$ cat config.mk
export PLATFORM = sky130hd
export DESIGN_NAME = sram_arbiter_flat
export DESIGN_NICKNAME = d
export VERILOG_FILES = /design/src/rtl/sram_arbiter_if.sv /design/src/rtl/sram_arbiter.sv /design/src/flat_wrapper.sv
export SDC_FILE = /design/constraint.sdc
export NUM_CORES = 1
export LEC_CHECK = 0
export CAP_MARGIN = 0
export CORE_MARGIN = 2
export CORE_UTILIZATION = 34
export DETAILED_ROUTE_END_ITERATION = 16
export GPL_ROUTABILITY_DRIVEN = 0
export PLACE_DENSITY_LB_ADDON = 0.15
export SLEW_MARGIN = 30
export SYNTH_ARGS = -nofsm -noshare
export SYNTH_HDL_FRONTEND = slang
export SYNTH_SLANG_ARGS = --single-unit
$ cat constraint.sdc
create_clock -name clk -period 3.52 [get_ports clk]
set_clock_uncertainty 0.15 [all_clocks]
set_input_delay 0.704 -clock clk [delete_from_list [all_inputs] [get_ports clk]]
set_output_delay 0.704 -clock clk [all_outputs]
set_load 0.03 [all_outputs]
$ cat src/rtl/sram_arbiter_if.sv
// sram_arbiter_if
//   Bundles the client request/response bus and the SRAM-side bus of the
//   arbiter so they can travel as one port.
//   slave  : arbiter view (requests and memory status in, grants/strobes out)
//   master : environment view (clients plus the memory model)
//   Clients use packed vectors: client k owns bit k of the per-client flags
//   and slice [k*width +: width] of req_addr / req_data.
interface sram_arbiter_if #(
    parameter int n_clients  = 4,
    parameter int data_width = 16,
    parameter int addr_width = 13
);
    logic [n_clients-1:0]            req_valid;
    logic [n_clients-1:0]            req_write;
    logic [n_clients*addr_width-1:0] req_addr;
    logic [n_clients*data_width-1:0] req_data;
    logic [n_clients-1:0]            req_ready;
    logic [n_clients-1:0]            resp_valid;
    logic [data_width-1:0]           resp_data;
    logic                            resp_error;

    logic                            sram_read;
    logic                            sram_write;
    logic [addr_width-1:0]           sram_read_addr;
    logic [addr_width-1:0]           sram_write_addr;
    logic [data_width-1:0]           sram_data_in;
    logic [data_width-1:0]           sram_data_out;
    logic                            sram_read_ready;
    logic                            sram_write_ready;
    logic                            sram_invalid_read;
    logic                            sram_invalid_write;

    modport slave (
        input  req_valid, req_write, req_addr, req_data,
        input  sram_data_out, sram_read_ready, sram_write_ready,
        input  sram_invalid_read, sram_invalid_write,
        output req_ready, resp_valid, resp_data, resp_error,
        output sram_read, sram_write, sram_read_addr, sram_write_addr, sram_data_in
    );

    modport master (
        output req_valid, req_write, req_addr, req_data,
        output sram_data_out, sram_read_ready, sram_write_ready,
        output sram_invalid_read, sram_invalid_write,
        input  req_ready, resp_valid, resp_data, resp_error,
        input  sram_read, sram_write, sram_read_addr, sram_write_addr, sram_data_in
    );
endinterface

$ cat src/rtl/sram_arbiter.sv
// sram_arbiter
//   Round-robin arbiter giving n_clients requesters single-transaction access
//   to one SRAM port. One transaction is in flight at a time.
//   Ports:
//     clk   - sole clock, rising edge
//     reset - asynchronous, active-high; aborts any transaction silently
//     bus   - sram_arbiter_if.slave: client req/resp handshake and SRAM bus
//
//   state | meaning
//   ------+--------------------------------------------------------------
//   IDLE  | waiting for a request; grant + latch in the same cycle
//   ISSUE | waiting for memory idle, then strobe read/write once
//   WAIT  | memory busy; first cycle is mandatory (write strobe 2nd cycle)
//   RESP  | one-cycle completion strobe to the granted client
module sram_arbiter #(
    parameter int n_clients  = 4,
    parameter int data_width = 16,
    parameter int addr_width = 13
) (
    input  logic          clk,
    input  logic          reset,
    sram_arbiter_if.slave bus
);
    localparam int PTR_W = (n_clients > 1) ? $clog2(n_clients) : 1;
    localparam logic [PTR_W:0]         N_L = (PTR_W + 1)'(n_clients);
    localparam logic [n_clients-1:0]   ONE = n_clients'(1);

    typedef enum logic [1:0] {IDLE, ISSUE, WAIT, RESP} state_t;

    state_t                r_state;
    state_t                w_state_nxt;
    logic [PTR_W-1:0]      r_ptr;
    logic [PTR_W-1:0]      r_grant;
    logic                  r_write;
    logic                  r_first;
    logic                  r_err;
    logic [addr_width-1:0] r_addr;
    logic [data_width-1:0] r_data;
    logic [data_width-1:0] r_resp_data;

    logic [n_clients-1:0]  w_rot;
    logic                  w_any;
    logic [PTR_W-1:0]      w_off;
    logic [PTR_W:0]        w_sum;
    logic [PTR_W-1:0]      w_grant;
    logic [PTR_W:0]        w_ptr_sum;
    logic [PTR_W-1:0]      w_ptr_nxt;
    logic                  w_sel_write;
    logic [addr_width-1:0] w_sel_addr;
    logic [data_width-1:0] w_sel_data;
    logic                  w_mem_ready;
    logic                  w_accept;
    logic                  w_wait_done;

    // Rotate the request vector so bit 0 is the client at the pointer; the
    // lowest set bit of the rotated vector is then the round-robin winner.
    always_comb begin
        w_rot = n_clients'({bus.req_valid, bus.req_valid} >> r_ptr);
        w_any = |w_rot;
        w_off = '0;
        for (int i = n_clients - 1; i >= 0; i--) begin
            if (w_rot[i]) w_off = PTR_W'(i);
        end
        w_sum = {1'b0, r_ptr} + {1'b0, w_off};
        if (w_sum >= N_L) w_sum = w_sum - N_L;
        w_grant = w_sum[PTR_W-1:0];

        w_ptr_sum = {1'b0, w_grant} + 1'b1;
        if (w_ptr_sum >= N_L) w_ptr_sum = w_ptr_sum - N_L;
        w_ptr_nxt = w_ptr_sum[PTR_W-1:0];

        w_sel_write = 1'b0;
        w_sel_addr  = '0;
        w_sel_data  = '0;
        for (int i = 0; i < n_clients; i++) begin
            if (w_grant == PTR_W'(i)) begin
                w_sel_write = bus.req_write[i];
                w_sel_addr  = bus.req_addr[i*addr_width +: addr_width];
                w_sel_data  = bus.req_data[i*data_width +: data_width];
            end
        end
    end

    assign w_mem_ready = r_write ? bus.sram_write_ready : bus.sram_read_ready;

    always_ff @(posedge clk or posedge reset) begin
        if (reset) r_state <= IDLE;
        else       r_state <= w_state_nxt;
    end

    always_comb begin
        w_state_nxt    = r_state;
        w_accept       = 1'b0;
        w_wait_done    = 1'b0;
        bus.req_ready  = '0;
        bus.resp_valid = '0;
        bus.resp_error = 1'b0;
        bus.sram_read  = 1'b0;
        bus.sram_write = 1'b0;
        case (r_state)
            IDLE: begin
                // ready is combinational on req_valid, so mask it while reset
                // is held to keep every output at 0.
                if (w_any && !reset) begin
                    w_accept      = 1'b1;
                    bus.req_ready = ONE << w_grant;
                    w_state_nxt   = ISSUE;
                end
            end
            ISSUE: begin
                if (w_mem_ready) begin
                    bus.sram_read  = !r_write;
                    bus.sram_write = r_write;
                    w_state_nxt    = WAIT;
                end
            end
            WAIT: begin
                bus.sram_write = r_write && r_first;
                // The first WAIT cycle still sees the ready the memory had
                // before it noticed the strobe, so it never ends the wait.
                if (!r_first && w_mem_ready) begin
                    w_wait_done = 1'b1;
                    w_state_nxt = RESP;
                end
            end
            RESP: begin
                bus.resp_valid = ONE << r_grant;
                bus.resp_error = r_err;
                w_state_nxt    = IDLE;
            end
            default: w_state_nxt = IDLE;
        endcase
    end

    always_ff @(posedge clk or posedge reset) begin
        if (reset) begin
            r_ptr       <= '0;
            r_grant     <= '0;
            r_write     <= 1'b0;
            r_first     <= 1'b0;
            r_err       <= 1'b0;
            r_addr      <= '0;
            r_data      <= '0;
            r_resp_data <= '0;
        end else begin
            if (w_accept) begin
                r_grant <= w_grant;
                r_ptr   <= w_ptr_nxt;
                r_write <= w_sel_write;
                r_addr  <= w_sel_addr;
                r_data  <= w_sel_data;
                r_err   <= 1'b0;
            end
            r_first <= (r_state == ISSUE) && w_mem_ready;
            if ((r_state == WAIT) && (bus.sram_invalid_read || bus.sram_invalid_write))
                r_err <= 1'b1;
            if (w_wait_done && !r_write)
                r_resp_data <= bus.sram_data_out;
        end
    end

    assign bus.sram_read_addr  = r_addr;
    assign bus.sram_write_addr = r_addr;
    assign bus.sram_data_in    = r_data;
    assign bus.resp_data       = r_resp_data;
endmodule

$ cat src/flat_wrapper.sv
// flat-port wrapper written by rule: the top's interface ports become plain ports
module sram_arbiter_flat 
#(
    parameter int n_clients  = 4,
    parameter int data_width = 16,
    parameter int addr_width = 13
)
  (clk, reset, bus_req_valid, bus_req_write, bus_req_addr, bus_req_data, bus_sram_data_out, bus_sram_read_ready, bus_sram_write_ready, bus_sram_invalid_read, bus_sram_invalid_write, bus_req_ready, bus_resp_valid, bus_resp_data, bus_resp_error, bus_sram_read, bus_sram_write, bus_sram_read_addr, bus_sram_write_addr, bus_sram_data_in);
  sram_arbiter_if #(.n_clients(n_clients), .data_width(data_width), .addr_width(addr_width)) bus_i ();
  input  logic clk;
  input  logic reset;
  input wire logic [$bits(bus_i.req_valid)-1:0] bus_req_valid;
  input wire logic [$bits(bus_i.req_write)-1:0] bus_req_write;
  input wire logic [$bits(bus_i.req_addr)-1:0] bus_req_addr;
  input wire logic [$bits(bus_i.req_data)-1:0] bus_req_data;
  input wire logic [$bits(bus_i.sram_data_out)-1:0] bus_sram_data_out;
  input wire logic [$bits(bus_i.sram_read_ready)-1:0] bus_sram_read_ready;
  input wire logic [$bits(bus_i.sram_write_ready)-1:0] bus_sram_write_ready;
  input wire logic [$bits(bus_i.sram_invalid_read)-1:0] bus_sram_invalid_read;
  input wire logic [$bits(bus_i.sram_invalid_write)-1:0] bus_sram_invalid_write;
  output wire logic [$bits(bus_i.req_ready)-1:0] bus_req_ready;
  output wire logic [$bits(bus_i.resp_valid)-1:0] bus_resp_valid;
  output wire logic [$bits(bus_i.resp_data)-1:0] bus_resp_data;
  output wire logic [$bits(bus_i.resp_error)-1:0] bus_resp_error;
  output wire logic [$bits(bus_i.sram_read)-1:0] bus_sram_read;
  output wire logic [$bits(bus_i.sram_write)-1:0] bus_sram_write;
  output wire logic [$bits(bus_i.sram_read_addr)-1:0] bus_sram_read_addr;
  output wire logic [$bits(bus_i.sram_write_addr)-1:0] bus_sram_write_addr;
  output wire logic [$bits(bus_i.sram_data_in)-1:0] bus_sram_data_in;
  assign bus_i.req_valid = bus_req_valid;
  assign bus_i.req_write = bus_req_write;
  assign bus_i.req_addr = bus_req_addr;
  assign bus_i.req_data = bus_req_data;
  assign bus_i.sram_data_out = bus_sram_data_out;
  assign bus_i.sram_read_ready = bus_sram_read_ready;
  assign bus_i.sram_write_ready = bus_sram_write_ready;
  assign bus_i.sram_invalid_read = bus_sram_invalid_read;
  assign bus_i.sram_invalid_write = bus_sram_invalid_write;
  assign bus_req_ready = bus_i.req_ready;
  assign bus_resp_valid = bus_i.resp_valid;
  assign bus_resp_data = bus_i.resp_data;
  assign bus_resp_error = bus_i.resp_error;
  assign bus_sram_read = bus_i.sram_read;
  assign bus_sram_write = bus_i.sram_write;
  assign bus_sram_read_addr = bus_i.sram_read_addr;
  assign bus_sram_write_addr = bus_i.sram_write_addr;
  assign bus_sram_data_in = bus_i.sram_data_in;
  sram_arbiter #(.n_clients(n_clients), .data_width(data_width), .addr_width(addr_width)) u_core (.clk(clk), .reset(reset), .bus(bus_i));
endmodule
==> impl_summary.txt, run 1 <==
----------------------------------------------------
[Power and ir drop]
  Largest vdd supply drop ... around 540 uV
  Share of power burned in registers ... a little under a fifth
  Total power ... 6.27 mW
  Cell Int Power ... roughly 3.3 mW
  Net switching power figure ... a little under 3 mW
  Fraction of power consumed by combinational cells ... 74.6%
  Net switching fraction of the power ... between 40% and 50%
  P per Cell Area ... about 1100 mW/mm^2
  Leakage power ... between 2 and 2.5 nW
  Clock Power Share ... approximately 6.6%

[GRT]
  Global-route met3 utilization ... 6.92%
  Maximum number of pins on one net before global-route repair ... a little over 60
  Met1 usage ... between 20% and 30%
  GRT Util Overall ... about a fifth
  Busiest grt layer ... met2
  Antenna violations before repair ... 0
  Remaining global-route overflow ... 0
  Vias in the first global route ... ~3.6k
  Global-route wire length before repair ... between 15000 and 20000 um
  Met2 Usage GRT ... around 36%

[Layout]
  Layout-stage area growth over the synthesis result ... 75.6%
  Most common cell after layout, fill and taps aside ... sky130_fd_sc_hd__clkdlybuf4s50_1
  # nets final ... approximately 730
  Commonest cells after routing, fill and taps aside ... sky130_fd_sc_hd__clkdlybuf4s50_1 (206), sky130_fd_sc_hd__dfrtp_1 (54), sky130_fd_sc_hd__nand2_1 (37)
  Fraction of final layout cells sized beyond drive strength 1 ... about 15%
  Total inserted antenna cells ... 0
  Layout filler cell count ... approximately 850
  Post-route standard cell area excluding fillers ... between 0.005 and 0.006 mm^2

[Run status]
  Violated checks ... negative setup slack
  Result of the run ... finished with violations

[Worst setup path]
  Crit end category ... primary output
  Launch instance of the worst register-to-register path ... u_core.r_ptr[0]
  Startpoint types ... input port
  Data arrival time of the worst path ... between 2 and 3 ns
  Critical path fanouts, max ... 2
  Setup CP Type ... in -> out
  Required time worst endpoint ... around 2.7 ns
  Startpoint of the worst setup timing path ... bus_req_valid[0]
  Setup slack of the most critical reg-to-reg path ... between 0.15 and 0.2 ns

[Synth]
  Number of distinct library cell variants in the gate-level netlist after synthesis ... 36
  Avg Cell Area, Syn ... 9.12 um^2
  Yosys warns ... 0
  Gate count after technology mapping ... 370
  Synthesized area ... about 0.0034 mm^2
  Syn_nets ... 525
  Sequential cell area fraction in the yosys report ... between 40% and 50%
  #FFs+latches synth ... 54

[Clock network]
  Number of buffers inserted for hold repair after clock tree synthesis ... 0
  Maximum level of the CTS H-tree ... 2
  Clock insertion delay at the later pin of the skew report ... ~0.31 ns
  Clock root cell ... sky130_fd_sc_hd__clkbuf_8
  Clk slew on worst S/H paths ... 0.10 ns
  Max clock buf depth ... 2
  Cts bufs inserted ... 5
  Clock tree from TritonCTS ... yes
  Sinks on the clock net ... 54

[Drt]
  Routed Antenna Nets ... 0
  Via-per-instance ratio ... 5.01
  Routed Wire Length ... around 11000 um
  Avg WL per Cell ... 15.5 um
  First-pass iteration count of the detailed router ... 5
  Number of design rule violations left after detail routing ... 0
  Initial detailed-routing violation count ... 120
  Via count ... ~3.6k

[Timing]
  Setup violation total in the final timing report ... 2
  Actual slew at the worst max-slew pin ... approximately 0.7 ns
  Hold Fails Final Rpt ... 0
  Final period util ... 102%
  Max transition margin ... a little over half
  Max frequency ... about 280 MHz
  Final slew viol count ... 0
  Setup slack after layout ... -0.0547 ns
  Min Tclk post-route ... around 3.6 ns
  RSZ-0062 raised after global routing ... true

[Die]
  Floorplan row count ... 36
  Chip width ... around 100 um
  Ports placed on the boundary ... 215
  Die height ... approximately 100 um
  Initial core utilization ... roughly a third
  Area enclosed by the die boundary ... between 0.01 and 0.015 mm^2
  Area of the placeable core ... just under 0.01 mm^2

[Placement]
  Area after DPL ... between 0.005 and 0.006 mm^2
  PortBufs ... ~210
  HPWL Detailed ... around 8400 um

[Min path]
  Path category of the worst min-delay check ... reg -> reg
  Launch instance of the worst min-delay path ... u_core.bus.resp_data[7]

[Run]
  Max Cap Violations ... 0

----------------------------------------------------
## critical path, cell delays in order
cell and delay (ns):
sky130_fd_sc_hd__buf_6 0.09, sky130_fd_sc_hd__or3b_4 0.40, sky130_fd_sc_hd__a21oi_4 0.14, sky130_fd_sc_hd__a21oi_2 0.05, sky130_fd_sc_hd__o221ai_2 0.08, sky130_fd_sc_hd__ha_2 0.22, sky130_fd_sc_hd__xor2_2 0.20, sky130_fd_sc_hd__nand3_2 0.11
sky130_fd_sc_hd__and2_4 0.19, sky130_fd_sc_hd__buf_6 0.11, sky130_fd_sc_hd__ha_4 0.14, sky130_fd_sc_hd__and2_4 0.14, sky130_fd_sc_hd__buf_6 0.13
## repair_timing
action / in CTS / in global routing
gates cloned: 0 / 1
endpoints found under the setup margin: 34 / 34
buffers inserted: 3 / 2
pin swaps: 8 / 5
gates resized for setup: 33 / 19
## power by group through the flow
stage,sequential (mW),clock (mW),combinational [mW]
2_1_floorplan,1.65,0,2.51
3_3_place_gp,1.17,0,4.41
3_5_place_dp,1.18,0,4.44
4_1_cts,1.18,0.432,4.59
5_1_grt,1.22,0.454,5.10
6_report,1.18,0.417,4.68
## cell families after synthesis
kind of cell / Yosys count / synth area share [%]
flip-flops: 54 / 40.0
multiplexers: 21 / 6.97
XOR/XNOR: 1 / 0.260
AND/OR/NAND/NOR: 99 / 13.9
adder cells (fa/ha/maj): 9 / 3.34
AO/OA/AOI/OAI: 107 / 24.1
buffers and inverters: 79 / 11.4
## through the flow
step           TNS, ns  setup WS, ns  utilization (%)  hold WS [ns]  std cells
5_1_grt         -0.443        -0.149             61.2         0.376        713
6_report       -0.0595       -0.0547             61.2         0.363        713
3_3_place_gp    -18.35        -0.803             58.4         0.337        700
2_1_floorplan  -0.0480       -0.0480                -         0.354        370
3_5_place_dp    -21.59        -0.893             58.4         0.345        700
4_1_cts        -0.0320       -0.0320             60.3         0.368        710
## final timing paths
kind / to / depth (start not counted)
worst max-delay path: bus_req_ready[1] / 13
worst min-delay path: u_core.bus.resp_data[7] / 1
worst max register to register: u_core.bus.sram_read_addr[1] / 16
worst min register to register: u_core.bus.resp_data[7] / 1
max in group asynchronous: u_core.bus.sram_read_addr[3] / 3
min in group asynchronous: u_core.r_first / 3
## sequential cells by signal, summed over array words and instances, names as in the netlist
signal / flops
u_core.bus.resp_data: 16
u_core.bus.sram_data_in: 16
u_core.bus.sram_read_addr: 13
u_core.r_grant: 2
u_core.r_ptr: 2
u_core.r_state: 2
u_core.r_err: 1
u_core.r_first: 1
u_core.r_write: 1
## area by class of cell
class                           count  area, um^2  share of cell area [%]
Multi-Input combinational cell    237        1760                    29.7
Clock buffer                        5        68.8                    1.16
Clock inverter                      3        40.0                   0.676
Timing Repair Buffer              246        2410                    40.7
Inverter                           35         131                    2.22
Tap cell                          133         166                    2.81
Sequential cell                    54        1350                    22.8
## routing by layer
metal,wire (um),vias to the layer above
met5,0,-
met4,127,0
met3,1040,11
met2,5330,174
met1,4560,1657
li1,-,1732
## cell usage after synthesis, drive strengths merged
master,instances,area [um^2]
a211o,30,263
a211oi,1,7.51
a21o,1,7.51
a21oi,5,25.0
a221oi,30,263
a31oi,31,194
a32oi,1,8.76
and2,6,37.5
and3,1,6.26
and3b,2,17.5
buf,28,193
clkbuf,16,60.1
dfrtp,54,1350
ha,9,113
inv,35,131
mux2,20,225
mux2i,1,10.0
nand2,38,143
nand2b,1,6.26
nand3,2,10.0
nand3b,1,7.51
nor2,35,131
nor2b,3,18.8
nor3,1,5.00
nor3b,5,48.8
nor4,1,12.5
nor4bb,1,10.0
o21ai,6,30.0
o221ai,1,8.76
o22ai,1,6.26
or2,1,6.26
or3b,1,8.76
xor2,1,8.76
(Power assumes the default switching activity.)
==> inputs of run 2 (changes only) <==
- CTS_BUF_LIST: default -> sky130_fd_sc_hd__clkbuf_16
==> impl_summary.txt, run 2 (synthesized netlist as in run 1, its figures left out) <==
----------------------------------------------------
[Run status]
  Result of the run ... finished with violations (unchanged)
  Violated checks ... negative setup slack (unchanged)

[Min path]
  Launch instance of the worst min-delay path ... u_core.bus.resp_data[7] (unchanged)
  Path category of the worst min-delay check ... reg -> reg (unchanged)
  Endpoint of the worst hold path ... u_core.bus.resp_data[7] (unchanged)
  Hold Path Cell Cnt ... 1 (unchanged)

[Run]
  Max Cap Violations ... 0 (unchanged)

[Layout]
  Layout-stage area growth over the synthesis result ... 77.2% (was 75.6%)
  Final core utilization ... 61.7% (was 61.2%)
  Most common cell after layout, fill and taps aside ... sky130_fd_sc_hd__clkdlybuf4s50_1 (unchanged)
  Commonest cells after routing, fill and taps aside ... sky130_fd_sc_hd__clkdlybuf4s50_1 (206), sky130_fd_sc_hd__dfrtp_1 (54), sky130_fd_sc_hd__nand2_1 (37) (unchanged)
  # nets final ... 734 (unchanged)
  Total inserted antenna cells ... 0 (unchanged)
  Fraction of final layout cells sized beyond drive strength 1 ... 15.3% (was 15.2%)

[Power and ir drop]
  Leakage power ... 2.50 nW (was 2.47 nW)
  Largest vdd supply drop ... 537 uV (about the same)
  P per Cell Area ... 1070 mW/mm^2 (was 1060 mW/mm^2)

[Timing]
  Max transition margin ... 53.2% (was 53.3%)
  Setup violation total in the final timing report ... 1 (was 2)
  Hold Fails Final Rpt ... 0 (unchanged)
  Min Tclk post-route ... 3.54 ns (was 3.57 ns)
  Final period util ... 101% (was 102%)
  Setup slack after layout ... -0.0191 ns (was -0.0547 ns)
  Final slew viol count ... 0 (unchanged)
  Max frequency ... 283 MHz (was 280 MHz)
  Actual slew at the worst max-slew pin ... 0.703 ns (was 0.701 ns)
  RSZ-0062 raised after global routing ... true (unchanged)
  Final hold slack ... 0.356 ns (was 0.363 ns)

[Clock network]
  Max clock buf depth ... 2 (unchanged)
  Sinks on the clock net ... 54 (unchanged)
  Clock tree from TritonCTS ... yes (unchanged)
  Number of buffers inserted for hold repair after clock tree synthesis ... 0 (unchanged)
  Cts bufs inserted ... 5 (unchanged)
  Clock root cell ... sky130_fd_sc_hd__clkbuf_16 (was sky130_fd_sc_hd__clkbuf_8)
  Maximum level of the CTS H-tree ... 2 (unchanged)
  Clk slew on worst S/H paths ... 0.07 ns (was 0.10 ns)
  Clock insertion delay at the later pin of the skew report ... 0.28 ns (was 0.31 ns)

[Die]
  Area of the placeable core ... 0.00968 mm^2 (unchanged)
  Area enclosed by the die boundary ... 0.0107 mm^2 (unchanged)
  Ports placed on the boundary ... 215 (unchanged)
  Floorplan row count ... 36 (unchanged)
  Chip width ... 104 um (unchanged)
  Die height ... 104 um (unchanged)
  Initial core utilization ... 34.8% (unchanged)

[Drt]
  Sum of met3 wire segment lengths after detailed routing ... 998 um (was 1040 um)
  Wire length on met1 ... 4560 um (about the same)
  Top routing layer used ... met4 (unchanged)
  Routed Wire Length ... 11100 um (about the same)
  First-pass iteration count of the detailed router ... 4 (was 5)
  Routed Antenna Nets ... 0 (unchanged)
  Number of design rule violations left after detail routing ... 0 (unchanged)
  Length of routed met2 wiring ... 5390 um (was 5330 um)
  Initial detailed-routing violation count ... 120 (unchanged)
  Avg WL per Cell ... 15.5 um (about the same)
  Via-per-instance ratio ... 5.03 (was 5.01)
  Via count ... 3583 (was 3574)

[Worst setup path]
  Launch instance of the worst register-to-register path ... u_core.r_ptr[0] (unchanged)
  FF-to-FF path depth ... 16 (unchanged)
  Crit end category ... primary output (unchanged)
  Critical path fanouts, max ... 2 (unchanged)
  Data arrival time of the worst path ... 2.69 ns (was 2.72 ns)
  Startpoint types ... input port (unchanged)
  Setup CP Type ... in -> out (unchanged)
  Required time worst endpoint ... 2.67 ns (about the same)
  Setup slack of the most critical reg-to-reg path ... 0.16 ns (about the same)
  Endpoint of the most critical register-to-register path ... u_core.bus.sram_data_in[12] (was u_core.bus.sram_read_addr[1])

[GRT]
  Antenna violations before repair ... 0 (unchanged)
  Remaining global-route overflow ... 0 (unchanged)
  Vias in the first global route ... 3566 (was 3558)
  Maximum number of pins on one net before global-route repair ... 61 (unchanged)
  Global-route wire length before repair ... 17700 um (about the same)
  GRT Util Overall ... 20.1% (unchanged)

[Placement]
  PortBufs ... 214 (unchanged)
  HPWL Detailed ... 8380 um (unchanged)

----------------------------------------------------
==> run 2: cell count changes in the layout (fill, tap and decap cells not counted), moves of 2 or more <==
cell,change
sky130_fd_sc_hd__clkbuf_2,+2
sky130_fd_sc_hd__clkbuf_16,+5
sky130_fd_sc_hd__clkbuf_8,-5
sky130_fd_sc_hd__clkdlybuf4s15_1,-2
==> run 2: worst max-delay path by stage <==
stage | start | slack, ns | cells after the start | endpoint
detailed placement | bus_req_valid[1] | -0.89 | 12 | bus_req_ready[0]
CTS | bus_req_valid[0] | -0.03 | 13 | bus_req_ready[1]
finish | bus_req_valid[0] | -0.02 | 13 | bus_req_ready[1]
global placement | bus_req_valid[1] | -0.80 | 12 | bus_req_ready[0]
floorplan | bus_req_valid[0] | -0.05 | 12 | bus_req_ready[3]
global route | bus_req_valid[0] | -0.11 | 13 | bus_req_ready[1]
==> run 2: layout make-up <==
class                   instances  area (um^2)
inverters                      35          131
fillers                       843         3710
well taps                     133          166
clock inverters                 3         40.0
flip-flops and latches         54         1350
multi-input cells             237         1750
clock buffers                   5          125
repair buffers                246         2410
==> run 2: critical path, cell delays in order <==
cell and delay, ns:
sky130_fd_sc_hd__buf_6 0.09, sky130_fd_sc_hd__or3b_4 0.38, sky130_fd_sc_hd__a21oi_4 0.13, sky130_fd_sc_hd__a21oi_2 0.05
sky130_fd_sc_hd__o221ai_2 0.08, sky130_fd_sc_hd__ha_2 0.22, sky130_fd_sc_hd__xor2_2 0.18, sky130_fd_sc_hd__nand3_2 0.11
sky130_fd_sc_hd__and2_4 0.19, sky130_fd_sc_hd__buf_6 0.11, sky130_fd_sc_hd__ha_4 0.14, sky130_fd_sc_hd__and2_4 0.14
sky130_fd_sc_hd__buf_6 0.13
==> run 2: per-layer routing <==
layer | vias to the layer above | global-route usage [%]
met4 | 0 | 4.92
met5 | - | 0
met3 | 10 | 6.42
met1 | 1665 | 23.3
met2 | 174 | 36.1
li1 | 1734 | -
==> run 2: through the flow <==
| stage | worst slack (ns) | instances | cell area [um^2] | power (mW) | setup TNS [ns] |
|---|---|---|---|---|---|
| global route | -0.109 | 713 | 5980 | 6.92 | -0.276 |
| finish | -0.0191 | 713 | 5980 | 6.42 | -0.0191 |
| floorplan | -0.0480 | 370 | 3380 | 4.16 | -0.0480 |
| CTS | -0.0320 | 710 | 5890 | 6.34 | -0.0320 |
| detailed placement | -0.893 | 700 | 5650 | 5.63 | -21.59 |
| global placement | -0.803 | 700 | 5650 | 5.58 | -18.35 |
==> run 2: power breakdown <==
group	total (mW)	internal [mW]	switching, mW
logic	4.69	2.17	2.52
clock network	0.551	0.333	0.218
registers	1.18	0.944	0.237
total	6.42	3.45	2.97
==> run 2: repair_timing <==
item / 4_1_cts / 5_1_grt
gates cloned: 0 / 1
resized for setup: 33 / 22
endpoints found under the setup margin: 34 / 34
buffers inserted: 3 / 2
pin swaps: 8 / 9
